`config.mk`:
```
export PLATFORM = sky130hd
export DESIGN_NAME = labs_search_scheduler
export DESIGN_NICKNAME = d
export VERILOG_FILES = /design/src/rtl/labs_search_scheduler.sv
export SDC_FILE = /design/constraint.sdc
export NUM_CORES = 1
export LEC_CHECK = 0
export CAP_MARGIN = 25
export CORE_MARGIN = 3
export CORE_UTILIZATION = 37
export CTS_CLUSTER_SIZE = 40
export DETAILED_ROUTE_END_ITERATION = 10
export GPL_ROUTABILITY_DRIVEN = 0
export PLACE_DENSITY = 0.7
export SLEW_MARGIN = 10
export SYNTH_ARGS = -nofsm -noshare
export SYNTH_HDL_FRONTEND = slang
export SYNTH_SLANG_ARGS = --single-unit
```
`constraint.sdc`:
```
create_clock -name wb_clk_i -period 5.08 [get_ports wb_clk_i]
set_input_delay 0.508 -clock wb_clk_i [delete_from_list [all_inputs] [get_ports wb_clk_i]]
set_output_delay 0.508 -clock wb_clk_i [all_outputs]
set_load 0.1 [all_outputs]
```
`src/rtl/labs_search_scheduler.sv`:
```
// labs_search_scheduler
//   Sequences one LABS search run across PARALLEL_UNITS energy-evaluation units.
//   Candidates base .. base+count-1 are handed out in order with round-robin
//   dispatch. Each unit's (sequence, energy) result is collected with a second,
//   independent round-robin arbiter. The minimum energy and its sequence are
//   tracked, and completion is signalled.
//
// Ports
//   wb_clk_i, wb_rst_i            clock, synchronous active-high reset
//   start, abort                  run control pulses
//   cfg_seq_base, cfg_count       run configuration, latched on start
//   unit_req_valid/ready/seq      one-hot dispatch handshake, shared candidate bus
//   unit_res_valid/seq/energy     per-unit result inputs, unit i at slice i
//   unit_res_ready                one-hot result accept
//   busy, done, done_pulse        run status
//   aborted                       last run ended by abort
//   best_energy, best_seq         minimum energy of the run and its sequence
//   issued_count, completed_count progress counters
module labs_search_scheduler #(
    parameter int SEQ_WIDTH      = 72,
    parameter int E_WIDTH        = 20,
    parameter int PARALLEL_UNITS = 2,
    parameter int CNT_WIDTH      = 32
) (
    input  logic                                wb_clk_i,
    input  logic                                wb_rst_i,
    input  logic                                start,
    input  logic                                abort,
    input  logic [SEQ_WIDTH-1:0]                cfg_seq_base,
    input  logic [CNT_WIDTH-1:0]                cfg_count,
    output logic [PARALLEL_UNITS-1:0]           unit_req_valid,
    input  logic [PARALLEL_UNITS-1:0]           unit_req_ready,
    output logic [SEQ_WIDTH-1:0]                unit_req_seq,
    input  logic [PARALLEL_UNITS-1:0]           unit_res_valid,
    input  logic [PARALLEL_UNITS*SEQ_WIDTH-1:0] unit_res_seq,
    input  logic [PARALLEL_UNITS*E_WIDTH-1:0]   unit_res_energy,
    output logic [PARALLEL_UNITS-1:0]           unit_res_ready,
    output logic                                busy,
    output logic                                done,
    output logic                                done_pulse,
    output logic                                aborted,
    output logic [E_WIDTH-1:0]                  best_energy,
    output logic [SEQ_WIDTH-1:0]                best_seq,
    output logic [CNT_WIDTH-1:0]                issued_count,
    output logic [CNT_WIDTH-1:0]                completed_count
);

    localparam int PTR_W = (PARALLEL_UNITS > 1) ? $clog2(PARALLEL_UNITS) : 1;
    localparam logic [CNT_WIDTH-1:0] CNT_ONE = {{(CNT_WIDTH-1){1'b0}}, 1'b1};

    typedef enum logic [1:0] {IDLE, DISPATCH, DRAIN, DONE} state_t;

    state_t                   state;
    logic [SEQ_WIDTH-1:0]     base_q;
    logic [CNT_WIDTH-1:0]     count_q;
    logic [PTR_W-1:0]         disp_ptr;
    logic [PTR_W-1:0]         res_ptr;

    logic                     disp_en;
    logic                     res_en;
    logic [PARALLEL_UNITS-1:0] req_grant;
    logic [PARALLEL_UNITS-1:0] res_grant;
    logic                     req_xfer;
    logic                     res_acc;
    logic [E_WIDTH-1:0]       sel_energy;
    logic [SEQ_WIDTH-1:0]     sel_seq;
    logic [CNT_WIDTH-1:0]     completed_next;
    logic [CNT_WIDTH-1:0]     issued_next;

    // First requester at or above ptr, wrapping. Scanning from the farthest
    // offset down lets the nearest hit overwrite earlier ones.
    function automatic logic [PARALLEL_UNITS-1:0] rr_pick(
        input logic [PARALLEL_UNITS-1:0] req,
        input logic [PTR_W-1:0]          ptr
    );
        logic [PARALLEL_UNITS-1:0] g;
        int idx;
        g = '0;
        for (int k = PARALLEL_UNITS - 1; k >= 0; k--) begin
            idx = (int'(ptr) + k) % PARALLEL_UNITS;
            if (req[idx]) begin
                g      = '0;
                g[idx] = 1'b1;
            end
        end
        return g;
    endfunction

    // Pointer moves to the slot just past the granted unit.
    function automatic logic [PTR_W-1:0] next_ptr(input logic [PARALLEL_UNITS-1:0] g);
        logic [PTR_W-1:0] r;
        r = '0;
        for (int i = 0; i < PARALLEL_UNITS; i++) begin
            if (g[i]) r = (i == PARALLEL_UNITS - 1) ? '0 : PTR_W'(i + 1);
        end
        return r;
    endfunction

    assign disp_en   = (state == DISPATCH) && (issued_count < count_q);
    assign res_en    = (state == DISPATCH) || (state == DRAIN);
    assign req_grant = disp_en ? rr_pick(unit_req_ready, disp_ptr) : '0;
    assign res_grant = res_en ? rr_pick(unit_res_valid, res_ptr) : '0;
    assign req_xfer  = |req_grant;
    assign res_acc   = |res_grant;

    assign unit_req_valid = req_grant;
    assign unit_res_ready = res_grant;
    // Candidate sequence wraps modulo 2^SEQ_WIDTH.
    assign unit_req_seq   = base_q + SEQ_WIDTH'(issued_count);
    assign busy           = res_en;

    assign issued_next    = issued_count + CNT_ONE;
    assign completed_next = res_acc ? completed_count + CNT_ONE : completed_count;

    always_comb begin
        sel_energy = '0;
        sel_seq    = '0;
        for (int i = 0; i < PARALLEL_UNITS; i++) begin
            if (res_grant[i]) begin
                sel_energy = unit_res_energy[i*E_WIDTH +: E_WIDTH];
                sel_seq    = unit_res_seq[i*SEQ_WIDTH +: SEQ_WIDTH];
            end
        end
    end

    always_ff @(posedge wb_clk_i) begin
        if (wb_rst_i) begin
            state           <= IDLE;
            base_q          <= '0;
            count_q         <= '0;
            disp_ptr        <= '0;
            res_ptr         <= '0;
            issued_count    <= '0;
            completed_count <= '0;
            best_energy     <= '1;
            best_seq        <= '0;
            done            <= 1'b0;
            done_pulse      <= 1'b0;
            aborted         <= 1'b0;
        end else begin
            done_pulse <= 1'b0;
            case (state)
                IDLE, DONE: begin
                    if (start) begin
                        base_q          <= cfg_seq_base;
                        count_q         <= cfg_count;
                        issued_count    <= '0;
                        completed_count <= '0;
                        aborted         <= 1'b0;
                        best_energy     <= '1;
                        best_seq        <= '0;
                        if (cfg_count == '0) begin
                            state      <= DONE;
                            done       <= 1'b1;
                            done_pulse <= 1'b1;
                        end else begin
                            state <= DISPATCH;
                            done  <= 1'b0;
                        end
                    end
                end
                DISPATCH: begin
                    if (req_xfer) begin
                        issued_count <= issued_next;
                        disp_ptr     <= next_ptr(req_grant);
                    end
                    // A transfer in the abort cycle is still counted above.
                    if (abort) begin
                        aborted <= 1'b1;
                        state   <= DRAIN;
                    end else if (req_xfer && (issued_next == count_q)) begin
                        state <= DRAIN;
                    end
                end
                DRAIN: begin
                    if (completed_next == issued_count) begin
                        state      <= DONE;
                        done       <= 1'b1;
                        done_pulse <= 1'b1;
                    end
                end
                default: state <= IDLE;
            endcase

            // Result acceptance runs alongside dispatch; ties keep the earlier result.
            if (res_acc) begin
                completed_count <= completed_next;
                res_ptr         <= next_ptr(res_grant);
                if (sel_energy < best_energy) begin
                    best_energy <= sel_energy;
                    best_seq    <= sel_seq;
                end
            end
        end
    end

endmodule

```
Word level (Yosys, flattened, before mapping)
Cells that the tools add are included. W data, S select, Z words.

Add/subtract/negate cells: 5. Multipliers: 0. Divide/modulo/power cells: 0. Order comparisons: 10. Equality and inequality tests: 10. Shifts and indexed selects: 0. Muxes and demuxes: 62. Bitwise operators: 2. Reductions and logical operators: 23.

Operators by type and width (number): $mux W72 (6); $mux W32 (5); $mux W20 (6); $add A72 B32 Y72 (1); $add A32 B1 Y32 const B (2); $eq A32 B32 Y1 (2); $pmux W32 S2 (1); $logic_not A32 Y1 (1); $lt A32 B32 Y1 (1); $mux W1 (25); $mux W2 (11); $lt A20 B20 Y1 (1); $reduce_and A3 Y1 (4); $reduce_bool A2 Y1 (4); $logic_and A1 B1 Y1 (6); $lt A2 B3 Y1 const B (2); $ne A2 B2 Y1 const B (3); $pmux W1 S2 (3); $pmux W2 S3 (1); $reduce_and A2 Y1 (3); $reduce_or A2 Y1 (3); $demux W1 S1 (4); $eq A2 B2 Y1 const B (2); $ge A2 B1 Y1 const B (2); 9 further kinds (13).

Bits in registers: 267. Latch bits: 0. Memory bits (writable): 0. ROM bits: 0. Memories kept: 0.

Depth between registers and ports, before layout
Depth in word-level cells: 14. Gate-level depth with buffers: 20.

Worst setup path after synthesis
Ideal clock, no wire load.

Path kind: reg2out. From: register issued_count[0]. To: output unit_req_seq[56]. Data arrival time: 5.132 ns. Required time: 4.572 ns. Setup slack: -0.560 ns. Stages on the path, launching flop included: 15. Buffers on the path: 1. Cells stage by stage: dfxtp_1 -> ha_1 -> inv_1 -> fa_1 -> nor2b_1 -> o31a_1 -> o31ai_1 -> a21oi_1 -> o2111ai_1 -> a31oi_1 -> a21oi_1 -> nor2_1 -> clkbuf_1 -> nand3_1 -> xnor2_1.

Longest elaborated chain between the ends: 1.

Ends and longest elaborated chain: start, declared (line 44) `output logic [CNT_WIDTH-1:0] issued_count,`; start signal, assigned (line 164) `issued_count <= issued_next;`; $add A72 B32 Y72 (line 109) `assign unit_req_seq = base_q + SEQ_WIDTH'(issued_count);`; end, declared (line 33) `output logic [SEQ_WIDTH-1:0] unit_req_seq,`.

No other way between the ends.

Worst setup path after layout
From: register issued_count[0]. To: output unit_req_seq[51].

The elaborated chain is that of the path after synthesis.

==> run_results.csv <==
group,metric,value,unit
status,status,"complete, no violations",
global_route,antenna_found_initial,9,
timing,finalCritPeriodShare,94.7,%
power_and_ir_drop,power_frac_comb,55.6,%
setup_path,cpMaxStageDelayCell,"dfxtp_1",
synth,yosysSeqAreaShare,30.5,%
die,die_w,224,um
timing,finalMaxSlewViolations,0,
setup_path,slowest_delay,0.62,ns
synth,avgSynthCellArea,7.72,um2
cells_and_area,layout-drive-gt1-share,11.5,%
synth,syn_inst,2272,
cts,cts-buffers-inserted,34,
die,io_pins,532,
synth,ys_top_cells_by_area,"dfxtp_1, nand2_1, ha_1",
cells_and_area,syn_to_final_growth,43.2,%
routing,ant_nets,0,
synth,synthArstFlopShare,0,%
setup_path,cp.arrival,4.30,ns
timing,hold_viol_final,0,
routing,dr.pass1.iters,6,
die,die_h,224,um
cells_and_area,utilization,53.8,%
timing,fmax,208,MHz
setup_path,worstPathRequired,4.57,ns
timing,hold_ws,0.460,ns
timing,setup_viol,0,
power_and_ir_drop,p_per_area,474,nW/um2
routing,drt_wl_total,70100,um
setup_path,critPathKind,"register to primary output",
setup_path,worst-path-buf-inv,3,
global_route,grt_pass1_wl,106000,um
synth,yosys_most_used_dff,"dfxtp_1",
setup_path,cp-start-kind,"register",
cts,cts-hold-fix-buffers,0,
global_route,grt_pass1_vias,18300,
synth,yosys_warnings,0,
synth,synthesis.area,17500,um2
placement,placed_area,24000,um2
setup_path,crit_chain,"ha_1 -> a21o_1 -> a21oi_1 -> o21ai_0 -> a31oi_1 -> o21ai_0 -> buf_4 -> nand3_1 -> a41oi_1 -> nor2b_1 -> buf_4 -> nand4_1 -> xnor2_2 -> buf_12",
synth,synth_area_leader_cell,"dfxtp_1",
routing,vias,18900,
power_and_ir_drop,p_sw_share,49.8,%
synth,synth_most_common_cell,"nand2_1",
synth,synth-seq-cells,267,
die,core_area,46700,um2
die,die_area,50000,um2
timing,fin_skew,0.0252,ns
synth,netlist_top_cells_count,"nand2_1, dfxtp_1, a21oi_1",
synth,synth_nets,2658,
cts,clk_pin_slew,0.06,ns
global_route,grt_usage,26.7,%
synth,synth_top_area_share,30.5,%
cts,worstSkewPairLatency,0.55,ns
timing,rsz0062_at_grt,"no",
power_and_ir_drop,seqPwrFrac,23.5,%
cells_and_area,final_area,25100,um2
cts,cts_resized,0,
cts,root_buffer,"clkbuf_16",
cts,cts.path.max_buffers,3,
cells_and_area,fillerInstances,4254,
setup_path,cp-end-kind,"primary output",
cts,clkSinkCount,267,
setup_path,cpLargestDelayFamily,"compound AO/OA/AOI/OAI gates",
routing,drc_errors,0,
synth,synth.distinct_cells,79,
timing,fin_crit,4.81,ns
placement,dp_hpwl,52500,um
timing,setup-tns-final,0,ns
synth,synth_edf_count,0,
cells_and_area,nets,3099,
cts,h-tree-depth,2,
power_and_ir_drop,p_int,5.97,mW
cells_and_area,multi_input_area,11500,um2
die,rows,79,
worst_hold_path,min_path_type,"register to register",
cts,postCtsSetupRepairBufs,0,
cells_and_area,seq_area,5350,um2
cells_and_area,stdcell_count,3352,
power_and_ir_drop,leakage,10.5,nW
setup_path,path_max_fanout,18,
routing,viasPerCell,5.64,
routing,drt-initial-drc-count,2176,
routing,wl_per_cell,20.9,um
power_and_ir_drop,p_sw,5.93,mW
timing,worst_slew_pin_slew,1.13,ns
power_and_ir_drop,ir_drop,0.445,mV
global_route,grt_max_degree,200,
die,start_util,37.6,%
placement,post-place-cells,3284,
timing,slew_headroom,24.4,%
power_and_ir_drop,clockPowerShare,20.8,%
run,cap_violations,0,
cts,cts_tree,"yes",
placement,numPortBuffers,531,
global_route,overflow,0,
metrics by stage:
step                total power [mW]  setup slack [ns]
global placement                9.27             0.780
finish                          11.9             0.268
detailed placement              9.40             0.742
CTS                             11.9             0.314
floorplan                       7.43           0.00678
global route                    12.4            0.0384
flip-flops by register name (all words and copies together) (netlist names):
signal and flops:
state 2, issued_count 32, done 1, done_pulse 1, count_q 32, res_ptr 1, completed_count 32, aborted 1
base_q 72, best_seq 72, best_energy 20, disp_ptr 1
metal layers:
| layer | track usage [%] | share of wire [%] | vias to the layer above |
|---|---|---|---|
| li1 | - | - | 8891 |
| met1 | 33.2 | 40 | 9006 |
| met2 | 44.8 | 48 | 862 |
| met3 | 6.12 | 8.2 | 132 |
| met4 | 10.6 | 3.9 | 4 |
| met5 | 0 | 0.041 | - |
layout by cell type, fill, tap and decap left out, drive strengths merged, types with 12 or more instances in the layout:
master / netlist / layout
clkdlybuf4s50: 0 / 463
nand2: 337 / 337
dfxtp: 267 / 267
a21oi: 211 / 211
nor2: 190 / 190
xnor2: 116 / 116
buf: 27 / 112
and3: 98 / 98
ha: 89 / 89
inv: 78 / 79
mux2: 74 / 74
a22oi: 73 / 73
o21ai: 70 / 70
nor3: 67 / 67
nand3: 55 / 55
clkbuf: 143 / 48
xor2: 46 / 46
nand4: 42 / 42
a21o: 29 / 29
mux2i: 25 / 25
a211oi: 20 / 20
nor4: 20 / 20
a22o: 19 / 19
o211ai: 15 / 15
and4: 14 / 14
a31oi: 12 / 12
power by group through the flow:
stage | Sequential, mW | Clock, mW | Combinational (mW)
after floorplan | 3.95 | 0 | 3.48
after global placement | 2.82 | 0 | 6.45
after detailed placement | 2.82 | 0 | 6.58
after CTS | 2.79 | 2.54 | 6.61
after global routing | 2.84 | 2.61 | 6.97
final | 2.80 | 2.48 | 6.61
cells by family after synthesis:
logic type	count (synthesis)	synth area share [%]
AO/OA/AOI/OAI	512	18.4
multiplexers	99	6.18
adder cells (fa/ha/maj)	90	6.47
XOR/XNOR	162	8.09
buffers and inverters	248	5.83
AND/OR/NAND/NOR	894	24.5
flip-flops	267	30.5
area by class of cell:
class,instances,share of cell area (%)
diodes,6,0.0598
multi-input cells,1757,45.7
inverters,78,1.17
repair buffers,575,24.2
clock buffers,48,3.92
flip-flops and latches,267,21.3
clock inverters,14,0.618
well taps,607,3.03
path summary, 6_finish.rpt:
path / start / to / slack [ns] / cells past startpoint
setup / recovery: issued_count[0]$_SDFFE_PP0P_ / unit_req_seq[51] / 0.27 / 14
setup reg to reg: state[0]$_SDFFE_PP0P_ / best_seq[53]$_SDFF_PP0_ / 0.85 / 17
hold reg to reg: count_q[0]$_SDFFE_PP0P_ / count_q[0]$_SDFFE_PP0P_ / 0.46 / 2
hold / removal: count_q[0]$_SDFFE_PP0P_ / count_q[0]$_SDFFE_PP0P_ / 0.46 / 2
tightest hold or removal path, cell delays in order (launching register included):
cell	delay (ns)
dfxtp_1	0.31
nand2_1	0.05
a21oi_1	0.05
Power figures use the tool's default switching activity.
